==> src/rtl/color_pkg.sv <==
// ---------------------------------------------------------------------------
// color_pkg
// Shared types and constants for the colour-round controller:
//   - colour width, platform count and the reserved BLACK colour
//   - FSM state enumeration
//   - Galois LFSR tap constant and step function
//   - helpers for the platform fallback colour and final platform placement
// ---------------------------------------------------------------------------
package color_pkg;

  localparam int COLOR_W     = 3;
  localparam int NUM_PLATS   = 4;
  localparam int DRAWN_PLATS = NUM_PLATS - 1;

  typedef logic [COLOR_W-1:0] color_t;

  localparam color_t BLACK         = 3'b000;
  localparam color_t BALL_FALLBACK = 3'b001;

  // x^16 + x^14 + x^13 + x^11 + 1, right-shifting Galois form.
  localparam logic [15:0] LFSR_TAPS = 16'hB400;

  typedef enum logic [2:0] {
    ST_IDLE      = 3'd0,
    ST_DRAW_BALL = 3'd1,
    ST_DRAW_PLAT = 3'd2,
    ST_PLACE     = 3'd3,
    ST_DONE      = 3'd4
  } state_e;

  // One Galois LFSR step: shift right, fold taps in when the bit leaving is 1.
  function automatic logic [15:0] lfsr_step(input logic [15:0] cur);
    logic [15:0] nxt;
    nxt = {1'b0, cur[15:1]};
    if (cur[0]) begin
      nxt = nxt ^ LFSR_TAPS;
    end else begin
      nxt = nxt;
    end
    return nxt;
  endfunction

  // Forced non-matching colour: ball+1 mod 8, stepping over BLACK.
  function automatic color_t plat_fallback(input color_t ball);
    color_t res;
    if (ball == 3'b111) begin
      res = 3'b001;
    end else begin
      res = ball + 3'd1;
    end
    return res;
  endfunction

  // Ball goes to slot pos; the drawn colours fill the other slots in
  // ascending index order. Platform n occupies bits [3n+2:3n].
  function automatic logic [NUM_PLATS*COLOR_W-1:0] place_colors(
    input color_t                        ball,
    input color_t [DRAWN_PLATS-1:0]      drawn,
    input logic   [1:0]                  pos
  );
    logic [NUM_PLATS*COLOR_W-1:0] res;
    case (pos)
      2'd0:    res = {drawn[2], drawn[1], drawn[0], ball};
      2'd1:    res = {drawn[2], drawn[1], ball, drawn[0]};
      2'd2:    res = {drawn[2], ball, drawn[1], drawn[0]};
      2'd3:    res = {ball, drawn[2], drawn[1], drawn[0]};
      default: res = {drawn[2], drawn[1], drawn[0], ball};
    endcase
    return res;
  endfunction

endpackage

==> src/rtl/color_round_ctrl_lfsr16.sv <==
// ---------------------------------------------------------------------------
// lfsr16
// 16-bit Galois LFSR that steps every cycle unless a load is requested.
// Ports:
//   clk       in   clock, rising edge
//   resetn    in   synchronous active-low reset, loads SEED
//   load      in   load load_val instead of stepping this cycle
//   load_val  in   16-bit value to load
//   q         out  current LFSR state
// ---------------------------------------------------------------------------
module lfsr16
  import color_pkg::*;
#(
  parameter logic [15:0] SEED = 16'hACE1
) (
  input  logic        clk,
  input  logic        resetn,
  input  logic        load,
  input  logic [15:0] load_val,
  output logic [15:0] q
);

  logic [15:0] q_q;
  logic [15:0] q_d;

  // Next state: load takes priority over the free-running step.
  always_comb begin
    q_d = q_q;
    if (load) begin
      q_d = load_val;
    end else begin
      q_d = lfsr_step(q_q);
    end
  end

  // State register with synchronous reset to the seed.
  always_ff @(posedge clk) begin
    if (!resetn) begin
      q_q <= SEED;
    end else begin
      q_q <= q_d;
    end
  end

  assign q = q_q;

endmodule

==> src/rtl/color_round_ctrl.sv <==
// ---------------------------------------------------------------------------
// color_round_ctrl
// Draws a ball colour and three non-matching platform colours from an LFSR,
// places the ball colour on one of four platforms and presents the set with
// a one-cycle done pulse.
// Ports:
//   clk          in   clock, rising edge
//   resetn       in   synchronous active-low reset
//   start        in   request a round (sampled in IDLE only)
//   seed_load    in   load seed into the LFSR (IDLE only; 0 maps to SEED)
//   seed         in   16-bit seed value
//   busy         out  high in every state except IDLE
//   done         out  one-cycle pulse when the colour set is valid
//   ball_color   out  3-bit ball colour
//   plat_colors  out  4 x 3-bit platform colours, platform n at [3n+2:3n]
//   match_pos    out  platform index holding the ball colour
// ---------------------------------------------------------------------------
module color_round_ctrl
  import color_pkg::*;
#(
  parameter logic [15:0] SEED      = 16'hACE1,
  parameter logic [3:0]  MAX_TRIES = 4'd8
) (
  input  logic                           clk,
  input  logic                           resetn,
  input  logic                           start,
  input  logic                           seed_load,
  input  logic [15:0]                    seed,
  output logic                           busy,
  output logic                           done,
  output logic [COLOR_W-1:0]             ball_color,
  output logic [NUM_PLATS*COLOR_W-1:0]   plat_colors,
  output logic [1:0]                     match_pos
);

  state_e                        state_q, state_d;
  logic [3:0]                    try_q, try_d;
  logic [1:0]                    slot_q, slot_d;
  color_t                        ball_q, ball_d;
  color_t [DRAWN_PLATS-1:0]      drawn_q, drawn_d;
  color_t                        ball_color_q, ball_color_d;
  logic [NUM_PLATS*COLOR_W-1:0]  plat_colors_q, plat_colors_d;
  logic [1:0]                    match_pos_q, match_pos_d;
  logic                          busy_q, busy_d;
  logic                          done_q, done_d;

  logic [15:0] lfsr_s;
  logic        lfsr_load_s;
  logic [15:0] lfsr_load_val_s;
  logic        lfsr_zero_s;
  color_t      cand_s;
  logic        fallback_s;
  color_t      plat_pick_s;
  logic        plat_ok_s;

  assign cand_s      = lfsr_s[2:0];
  assign fallback_s  = (try_q == (MAX_TRIES - 4'd1));
  assign lfsr_zero_s = (lfsr_s == 16'h0000);

  // LFSR load control: seed loads in IDLE (zero seed replaced by SEED);
  // an all-zero state is unreachable but is recovered from if an upset
  // ever produces it.
  always_comb begin
    lfsr_load_s     = 1'b0;
    lfsr_load_val_s = SEED;
    if (lfsr_zero_s) begin
      lfsr_load_s     = 1'b1;
      lfsr_load_val_s = SEED;
    end else if ((state_q == ST_IDLE) && seed_load) begin
      lfsr_load_s     = 1'b1;
      lfsr_load_val_s = (seed == 16'h0000) ? SEED : seed;
    end else begin
      lfsr_load_s     = 1'b0;
      lfsr_load_val_s = SEED;
    end
  end

  lfsr16 #(
    .SEED     (SEED)
  ) u_lfsr (
    .clk      (clk),
    .resetn   (resetn),
    .load     (lfsr_load_s),
    .load_val (lfsr_load_val_s),
    .q        (lfsr_s)
  );

  // Platform draw decision for the current cycle.
  always_comb begin
    plat_pick_s = cand_s;
    plat_ok_s   = 1'b0;
    if (fallback_s) begin
      plat_pick_s = plat_fallback(ball_q);
      plat_ok_s   = 1'b1;
    end else if ((cand_s != BLACK) && (cand_s != ball_q)) begin
      plat_pick_s = cand_s;
      plat_ok_s   = 1'b1;
    end else begin
      plat_pick_s = cand_s;
      plat_ok_s   = 1'b0;
    end
  end

  // FSM next state, try/slot counters, working colours and output registers.
  always_comb begin
    state_d       = state_q;
    try_d         = try_q;
    slot_d        = slot_q;
    ball_d        = ball_q;
    drawn_d       = drawn_q;
    ball_color_d  = ball_color_q;
    plat_colors_d = plat_colors_q;
    match_pos_d   = match_pos_q;

    case (state_q)
      ST_IDLE: begin
        try_d  = 4'd0;
        slot_d = 2'd0;
        if (start) begin
          state_d = ST_DRAW_BALL;
        end else begin
          state_d = ST_IDLE;
        end
      end

      ST_DRAW_BALL: begin
        if (fallback_s) begin
          ball_d  = BALL_FALLBACK;
          try_d   = 4'd0;
          state_d = ST_DRAW_PLAT;
        end else if (cand_s != BLACK) begin
          ball_d  = cand_s;
          try_d   = 4'd0;
          state_d = ST_DRAW_PLAT;
        end else begin
          try_d   = try_q + 4'd1;
        end
      end

      ST_DRAW_PLAT: begin
        if (plat_ok_s) begin
          try_d = 4'd0;
          case (slot_q)
            2'd0:    drawn_d[0] = plat_pick_s;
            2'd1:    drawn_d[1] = plat_pick_s;
            2'd2:    drawn_d[2] = plat_pick_s;
            default: drawn_d    = drawn_q;
          endcase
          if (slot_q == 2'd2) begin
            slot_d  = 2'd0;
            state_d = ST_PLACE;
          end else begin
            slot_d  = slot_q + 2'd1;
          end
        end else begin
          try_d = try_q + 4'd1;
        end
      end

      ST_PLACE: begin
        ball_color_d  = ball_q;
        match_pos_d   = lfsr_s[1:0];
        plat_colors_d = place_colors(ball_q, drawn_q, lfsr_s[1:0]);
        state_d       = ST_DONE;
      end

      ST_DONE: begin
        state_d = ST_IDLE;
      end

      default: begin
        state_d = ST_IDLE;
        try_d   = 4'd0;
        slot_d  = 2'd0;
      end
    endcase

    // Status flags are registered from the next state so they line up with it.
    busy_d = (state_d != ST_IDLE);
    done_d = (state_d == ST_DONE);
  end

  // State and output registers with synchronous active-low reset.
  always_ff @(posedge clk) begin
    if (!resetn) begin
      state_q       <= ST_IDLE;
      try_q         <= 4'd0;
      slot_q        <= 2'd0;
      ball_q        <= BLACK;
      drawn_q       <= '0;
      ball_color_q  <= BLACK;
      plat_colors_q <= '0;
      match_pos_q   <= 2'd0;
      busy_q        <= 1'b0;
      done_q        <= 1'b0;
    end else begin
      state_q       <= state_d;
      try_q         <= try_d;
      slot_q        <= slot_d;
      ball_q        <= ball_d;
      drawn_q       <= drawn_d;
      ball_color_q  <= ball_color_d;
      plat_colors_q <= plat_colors_d;
      match_pos_q   <= match_pos_d;
      busy_q        <= busy_d;
      done_q        <= done_d;
    end
  end

  assign busy        = busy_q;
  assign done        = done_q;
  assign ball_color  = ball_color_q;
  assign plat_colors = plat_colors_q;
  assign match_pos   = match_pos_q;

endmodule

==> config.mk <==
export PLATFORM = sky130hd
export DESIGN_NAME = color_round_ctrl
export DESIGN_NICKNAME = d
export VERILOG_FILES = /design/src/rtl/color_pkg.sv /design/src/rtl/color_round_ctrl_lfsr16.sv /design/src/rtl/color_round_ctrl.sv
export SDC_FILE = /design/constraint.sdc
export NUM_CORES = 1
export LEC_CHECK = 0
export BUFFER_PORTS_ARGS = -buffer_cell sky130_fd_sc_hd__buf_2
export CORE_UTILIZATION = 46
export DETAILED_ROUTE_END_ITERATION = 10
export PLACE_DENSITY = 0.76
export SLEW_MARGIN = 15
export SYNTH_ARGS = -nofsm -noshare
export SYNTH_HDL_FRONTEND = slang
export SYNTH_SLANG_ARGS = --single-unit
==> constraint.sdc <==
create_clock -name clk -period 2.5 [get_ports clk]
set_clock_uncertainty 0.15 [all_clocks]
set_input_delay 0.5 -clock clk [delete_from_list [all_inputs] [get_ports clk]]
set_output_delay 0.5 -clock clk [all_outputs]
set_load 0.1 [all_outputs]
---- Word level (Yosys, flattened, before mapping) ----
Index checks and enable logic that the tools add are counted.
storage, ports and cells
  output and inout port bits .............. 19
  word-level logic and storage cells ...... 76
  register bits after elaboration ......... 56
cells by class
  reduce and logical (&&, ||, !) cells .... 17
  bitwise operators ....................... 2
  $add $sub $neg .......................... 3
  multiplexer cells ....................... 27
  equality and inequality tests ........... 14
operators with widths
  cell                                                                   count
  16-bit 2-to-1 mux                                                      5
  12-bit case mux with 4 select lines                                    1
  16-bit logical NOT                                                     2
  3-bit 2-to-1 mux                                                       8
  4-bit 2-to-1 mux                                                       3
  3-bit case mux with 4 select lines                                     1
  4-bit case mux with 3 select lines                                     1
  3-bit equality test, second input constant                             3
  3-bit AND reduction                                                    3
  2-bit equality test, second input constant                             3
  3-bit by 2-bit equality test with 1-bit output, second input constant  2
  3-bit nonzero test                                                     2
  1-bit 2-to-1 mux                                                       5
  4-bit by 1-bit adder with 4-bit output, second input constant          1
  2-bit by 1-bit equality test with 1-bit output, second input constant  2
  4-bit by 3-bit equality test with 1-bit output, second input constant  1
  2-bit logical NOT                                                      2
  2-bit 2-to-1 mux                                                       2
  3-bit inverter with 4-bit output                                       1
  2-bit case mux with 2 select lines                                     1
  2-bit AND reduction                                                    2
  3-bit by 1-bit adder with 3-bit output, second input constant          1
  3-bit by 1-bit equality test with 1-bit output, second input constant  1
  3-bit logical NOT                                                      1
  other kinds (8)                                                        9

---- Depth between registers and ports, before layout ----
Gate-level depths: netlist of the first run.
  depth in word-level cells ............... 7
  depth in mapped cells ................... 8

---- Cells and area by module ----
From an unflattened synthesis of the first run, not the netlist that was laid out.
second synthesis, totals
  cells, all modules ...................... 325
  area total of the unflattened synthesis .. 2847.7 µm²
by module, submodules not included
  module            cells each  seq. area each (µm²)  area each (µm²)  times used
  color_round_ctrl  270         800.8                 2218.4           1
  lfsr16            55          320.3                 629.4            1

---- Worst setup path after synthesis of the first run ----
OpenSTA, ideal clock, no wires.
  path kind ............................... reg-to-reg
  start ................................... reg ball_q[2]
  end ..................................... reg drawn_q[8] (netlist name)
  setup time .............................. 0.116 ns
  slack ................................... 0.568 ns
  data arrival time ....................... 1.666 ns
  stages on the path, launching flop included .. 9
  period minus slack after synthesis ...... 1.932 ns
  data required time ...................... 2.234 ns
  path through ............................ dfxtp_1 > buf_6 > nor4_4 > o21ai_0 > nor2_2 > o21ai_4 > and3_1 > buf_2 > o211a_1
on the way
  word-level cells in the longest chain between the ends .. 5
  elaborated cells on any way between the ends .. 9
  classes of those cells .................. add/sub: 1; eq/ne: 2; mux: 4; reduce/logical: 2
RTL lines
  element                               RTL line                 text
  start, declared                       color_round_ctrl.sv:39   color_t ball_q, ball_d;
  start signal, assigned                color_round_ctrl.sv:200  ball_q <= ball_d;
  3-bit inequality test                 color_round_ctrl.sv:95   end else if ((cand_s != BLACK) && (cand_s != ball_q)) begin
  1-bit logical AND                     color_round_ctrl.sv:95
  1-bit 2-to-1 mux                      color_round_ctrl.sv:95
  1-bit 2-to-1 mux                      color_round_ctrl.sv:92   if (fallback_s) begin
  3-bit AND reduction (no source line)  n/a
  end signal, assigned                  color_round_ctrl.sv:201  drawn_q <= drawn_d;
  end, declared                         color_round_ctrl.sv:40   color_t [DRAWN_PLATS-1:0] drawn_q, drawn_d;
Parallel ways exist; a longest one is shown, timed or not.
A chain may end at the register's enable or synchronous reset.

---- Final worst setup path of the first run ----
  start ................................... reg ball_q[1]
  end ..................................... reg drawn_q[3] (netlist name)
The elaborated chain is that of the path after synthesis.

==> flow_summary.yaml, run 1 <==
job:
  drv_cap: 0
logic_synthesis:
  seq_area_frac_synth_pct: 40.9
  synthArstFlopShare_pct: 0
  synth_ff_type: "dfxtp_1"
  syn-num-nets: 364
  syn_inst: 341
  ys_ff_latch: 56
  netlist_area_um2: 2740
  synth_warnings: 0
  synth.distinct_cells: 49
  synth_edf_count: 0
  avgSynthCellArea_um2: 8.05
timing:
  fin_setup_tns_ns: 0
  tightest_slew_ns: 0.958
  final_max_slew_viol_count: 0
  rsz0062_at_grt: "false"
  relSlewSlack_pct: 36.1
  layout_min_cycle_time_ns: 2.24
  max_freq_mhz: 446
  hold_viol: 0
  setup_viol: 0
  finalCritPeriodShare_pct: 89.8
power_and_ir_drop:
  power_frac_seq_pct: 52.1
  peakVddDrop_mv: 0.317
  p_leak_uw: 0.00121
  p_sw_uw: 547
  p_comb_share_pct: 16.9
  p_int_uw: 1350
  power_density_nw_per_um2: 618
  p_clk_share_pct: 31.0
  p_sw_share_pct: 28.8
clocking:
  clk_latency_ns: 0.31
  post_cts_resize_count: 0
  cts-root-buf: "clkbuf_8"
  hold_buffers: 0
  clkTransAtPathRegs_ns: 0.10
  cts_setup_buffers: 0
  cts_buffers: 5
  clockBufferDepth: 2
  cts_tree: "yes"
  h-tree-depth: 2
  clkSinkCount: 56
global_routing:
  grt_pass1_wl_um: 10900
  overflow: 0
  grt_pass1_vias: 2357
  grtUsageTotal_pct: 21.9
  gr-usage-met1_pct: 30.9
  busiest_layer: "met2"
  gr-usage-met3_pct: 4.14
  grt_max_degree: 30
  grtUsageMet2_pct: 33.9
  antenna_found_initial: 0
die:
  start_util_pct: 48.6
  core-area_um2: 5640
  io_pins: 39
  die_x_um: 79.2
  placementRows: 27
  die_h_um: 79.2
  die_area_um2: 6280
placement:
  detailed_place_hpwl_um: 4610
  port-buffer-count: 38
  gp_congestion: 0.849
routing:
  vias_per_cell: 5.64
  wl_um: 6310
  dr.pass1.iters: 5
  wl_per_cell_um: 14.3
  antenna_left: 0
  first_iter_violations: 172
  drc_errors: 0
  via_count: 2487
run_status:
  status: "complete, no violations"
worst_setup_path:
  worst_ep_required_time_ns: 2.59
  arrival_ns: 2.33
  critical_path_peak_fanout: 13
  start_kind: "flip-flop"
  cp-end-kind: "flip-flop"
  crit_type: "reg2reg"
cells_and_area:
  fin_util_pct: 54.4
  syn_to_final_growth_pct: 11.8
  fin_nets: 391
  drive_gt1_share_pct: 17.3
  n_antenna_cell: 0
min_path:
  hold_path_class: "in2reg"
[power groups by stage]
stage               Combinational [uW]  Sequential, uW  Clock (uW)
floorplan                          225            1020           0
global placement                   311            1010           0
CTS                                316             988         597
detailed placement                 314            1010           0
finish                             320             988         588
global route                       353             997         633
[metrics by stage]
stage | cells | hold slack (ns) | power, uW | instance area (um2) | setup slack (ns)
after floorplan | 341 | 0.281 | 1240 | 2740 | 0.568
after global placement | 433 | 0.289 | 1320 | 2960 | 0.357
after detailed placement | 433 | 0.294 | 1320 | 2960 | 0.305
after CTS | 441 | 0.282 | 1900 | 3070 | 0.281
after global routing | 441 | 0.295 | 1980 | 3070 | 0.0962
final | 441 | 0.287 | 1900 | 3070 | 0.255
[logic make-up after synthesis]
| kind of cell | synth area share (%) |
|---|---|
| fa+ha+maj | 1.37 |
| buf+inv | 5.88 |
| simple gates | 24.8 |
| flops | 40.9 |
| compound gates | 21.2 |
| xor+xnor | 1.60 |
| mux | 4.38 |
[registers in the layout, indices dropped and copies added, names as in the netlist]
signal	count
ball_color	3
ball_q	3
busy	1
done	1
drawn_q	9
match_pos	2
plat_colors	12
slot_q	2
state_q	3
try_q	4
u_lfsr.q	16
[layer usage]
layer  share of wire, %  up-vias  wire [um]
met1                 50     1162       3130
met5                  0        -          0
li1                   -     1252          -
met4               0.73        0         46
met3                4.7        5        299
met2                 45       68       2840
[placed cells by master (no fill, tap or decap), types with 2 or more instances in the layout]
cell | synthesis | final
nor3_1 | 12 | 12
and2_1 | 2 | 2
buf_4 | 0 | 9
clkbuf_8 | 0 | 5
a21oi_1 | 27 | 27
a311oi_1 | 6 | 6
mux2i_1 | 12 | 12
xnor2_1 | 4 | 4
nor4_1 | 5 | 5
buf_2 | 6 | 38
dfxtp_1 | 56 | 56
or3_1 | 3 | 3
and3_1 | 2 | 2
o211a_1 | 2 | 2
nand3_1 | 11 | 11
o211ai_1 | 8 | 8
o21ai_0 | 19 | 19
a211oi_1 | 3 | 3
a31oi_1 | 3 | 3
inv_1 | 8 | 8
o21a_1 | 4 | 4
nor2_1 | 21 | 21
nand2_1 | 77 | 77
nand2b_1 | 3 | 3
ha_1 | 3 | 3
[worst max-delay path: stages (launching register included)]
cell,delay [ns]
dfxtp_1,0.63
o21ai_0,0.17
a31oi_1,0.26
o41ai_4,0.15
o21ai_4,0.21
nor4b_4,0.38
mux2i_1,0.24
[final timing paths]
path / end / cells after the start / from / slack [ns]
worst max-delay path: drawn_q[3] / 6 / ball_q[1] / 0.26
worst min-delay path: u_lfsr.q[4] / 3 / seed[4] / 0.29
worst max register to register: drawn_q[3] / 6 / ball_q[1] / 0.26
worst min register to register: plat_colors[3] / 2 / plat_colors[3] / 0.31
[cell type report]
cell class | instances | area, um2
clock buffers | 6 | 72.6
clock inverters | 2 | 35.0
fillers | 520 | 2570
inverters | 8 | 30.0
multi-input cells | 250 | 1460
flip-flops and latches | 56 | 1120
well taps | 72 | 90.1
repair buffers | 47 | 258
[synth_stat cells, types with 2 or more instances]
| cell type | number | area [um2] |
|---|---|---|
| nor3_1 | 12 | 60.1 |
| o21a_1 | 4 | 30.0 |
| clkbuf_1 | 15 | 56.3 |
| nor2_1 | 21 | 78.8 |
| a21oi_1 | 27 | 135 |
| or3_1 | 3 | 18.8 |
| a211oi_1 | 3 | 22.5 |
| nand2b_1 | 3 | 18.8 |
| nand2_1 | 77 | 289 |
| buf_2 | 6 | 30.0 |
| and2_1 | 2 | 12.5 |
| o21ai_0 | 19 | 95.1 |
| buf_1 | 3 | 11.3 |
| and3_1 | 2 | 12.5 |
| nor4_1 | 5 | 31.3 |
| a311oi_1 | 6 | 52.6 |
| xnor2_1 | 4 | 35.0 |
| o211ai_1 | 8 | 60.1 |
| ha_1 | 3 | 37.5 |
| dfxtp_1 | 56 | 1120 |
| nand3_1 | 11 | 55.1 |
| o211a_1 | 2 | 20.0 |
| buf_6 | 3 | 33.8 |
| mux2i_1 | 12 | 120 |
| inv_1 | 8 | 30.0 |
| a31oi_1 | 3 | 18.8 |
(Power assumes the default switching activity.)
==> run 2: changes to the inputs <==
Settings changed: CORE_UTILIZATION 46 to 35, PLACE_DENSITY 0.76 to 0.63.
==> run 2 against run 1 <==
  * Maximum frequency decreased by 2.4%
  * Die area increased by 31%
  * Cell count increased by 5.7%
  * Non-clock buffer count decreased by 2
  * Wire length decreased by 1.4%
==> flow_summary.yaml, run 2 (same netlist as run 1, synthesis figures left out) <==
die:
  placementRows: 31
  die_h_um: 90.5
  core-area_um2: 7410
  io_pins: 39
  start_util_pct: 37.0
  die_x_um: 90.5
  die_area_um2: 8200
worst_setup_path:
  worstReg2RegEnd: "drawn_q[5]"
  crit_start: "u_lfsr.q[1]"
  timing.rr.start: "u_lfsr.q[1]"
  arrival_ns: 2.40
  crit_type: "reg2reg"
  critical_path_peak_fanout: 23
  start_kind: "flip-flop"
  worst_ep_required_time_ns: 2.60
  reg2regPathDepth: 7
  r2r_slack_ns: 0.20
  cp-end-kind: "flip-flop"
  cp-endpoint: "drawn_q[5]"
routing:
  wl_per_cell_um: 13.4
  dr.pass1.iters: 4
  drc_errors: 0
  vias_per_cell: 5.25
  first_iter_violations: 134
  via_count: 2446
  antenna_left: 0
  wl_um: 6220
cells_and_area:
  syn_to_final_growth_pct: 11.9
  layout_common_cells: "nand2_1, dfxtp_1, buf_2"
  fin_nets: 389
  n_fill_cell: 777
  final_common_cell: "nand2_1"
  drive_gt1_share_pct: 17.2
  final_area_um2: 3070
  n_antenna_cell: 0
  largest_reg_flops: 16
power_and_ir_drop:
  peakVddDrop_mv: 0.293
  p_leak_uw: 0.00119
  power_density_nw_per_um2: 587
timing:
  relSlewSlack_pct: 63.2
  setup_viol: 0
  tightest_slew_ns: 0.551
  hold_viol: 0
  max_freq_mhz: 435
  final_max_slew_viol_count: 0
  fin_setup_tns_ns: 0
  layout_min_cycle_time_ns: 2.30
  finalCritPeriodShare_pct: 92.0
  rsz0062_at_grt: "false"
clocking:
  cts_setup_buffers: 0
  hold_buffers: 0
  clkSinkCount: 56
  cts_buffers: 5
  h-tree-depth: 2
  clkTransAtPathRegs_ns: 0.11
  clockBufferDepth: 2
  cts-root-buf: "clkbuf_8"
  post_cts_resize_count: 0
  clk_latency_ns: 0.32
  cts_tree: "yes"
global_routing:
  antenna_found_initial: 0
  grtUsageTotal_pct: 16.2
  overflow: 0
  grt_max_degree: 30
  grt_pass1_wl_um: 11000
  grt_pass1_vias: 2379
placement:
  gp_congestion: 0.810
  detailed_place_hpwl_um: 4640
  placed_cell_area_um2: 2980
  port-buffer-count: 38
min_path:
  hold_path_class: "in2reg"
  hold_path_depth: 3
run_status:
  status: "complete, no violations"
job:
  drv_cap: 0
==> run 2: where the power goes <==
group	switching [uW]	total, uW	internal [uW]
Combinational	198	309	111
Clock	302	503	201
Sequential	53.1	990	936
Total	552	1800	1250
==> run 2: layout make-up <==
class / instances / area [um2] / share of cell area [%]
clock buffers: 5 / 68.8 / 2.24
clock inverters: 3 / 22.5 / 0.733
inverters: 8 / 30.0 / 0.978
multi-input cells: 250 / 1460 / 47.6
flip-flops and latches: 56 / 1120 / 36.5
well taps: 99 / 124 / 4.03
repair buffers: 45 / 243 / 7.91
==> run 2: critical path, stage by stage, from the launching register on <==
cell	delay [ns]
dfxtp_1	0.50
buf_4	0.31
nor2_1	0.12
nand2_1	0.22
o41ai_4	0.15
o21ai_4	0.20
nor4b_4	0.37
mux2i_1	0.23
==> run 2: how the worst min path moves through the flow <==
stage	from	end	slack, ns
final	seed[9]	u_lfsr.q[9]	0.29
after global routing	seed[14]	u_lfsr.q[14]	0.30
after CTS	seed[9]	u_lfsr.q[9]	0.28
after detailed placement	plat_colors[8]	plat_colors[8]	0.29
after global placement	match_pos[0]	match_pos[0]	0.29
after floorplan	u_lfsr.q[9]	u_lfsr.q[8]	0.28
==> run 2: through the flow <==
| stage | util (%) | hold slack, ns | worst slack [ns] | total power (uW) | cells |
|---|---|---|---|---|---|
| global placement | 40.2 | 0.290 | 0.291 | 1320 | 458 |
| floorplan | - | 0.281 | 0.568 | 1240 | 341 |
| detailed placement | 40.2 | 0.295 | 0.200 | 1320 | 458 |
| global route | 41.4 | 0.299 | 0.00288 | 1900 | 466 |
| finish | 41.4 | 0.292 | 0.199 | 1800 | 466 |
| CTS | 41.4 | 0.278 | 0.172 | 1820 | 466 |
==> run 2: routing by layer <==
layer,share of wire [%],GRT usage (%),wire length (um),vias up
li1,-,-,-,1239
met1,45,20.1,2820,1129
met2,49,28.5,3070,65
met3,3.6,2.78,225,13
met4,1.7,4.84,104,0
met5,0,0,0,-
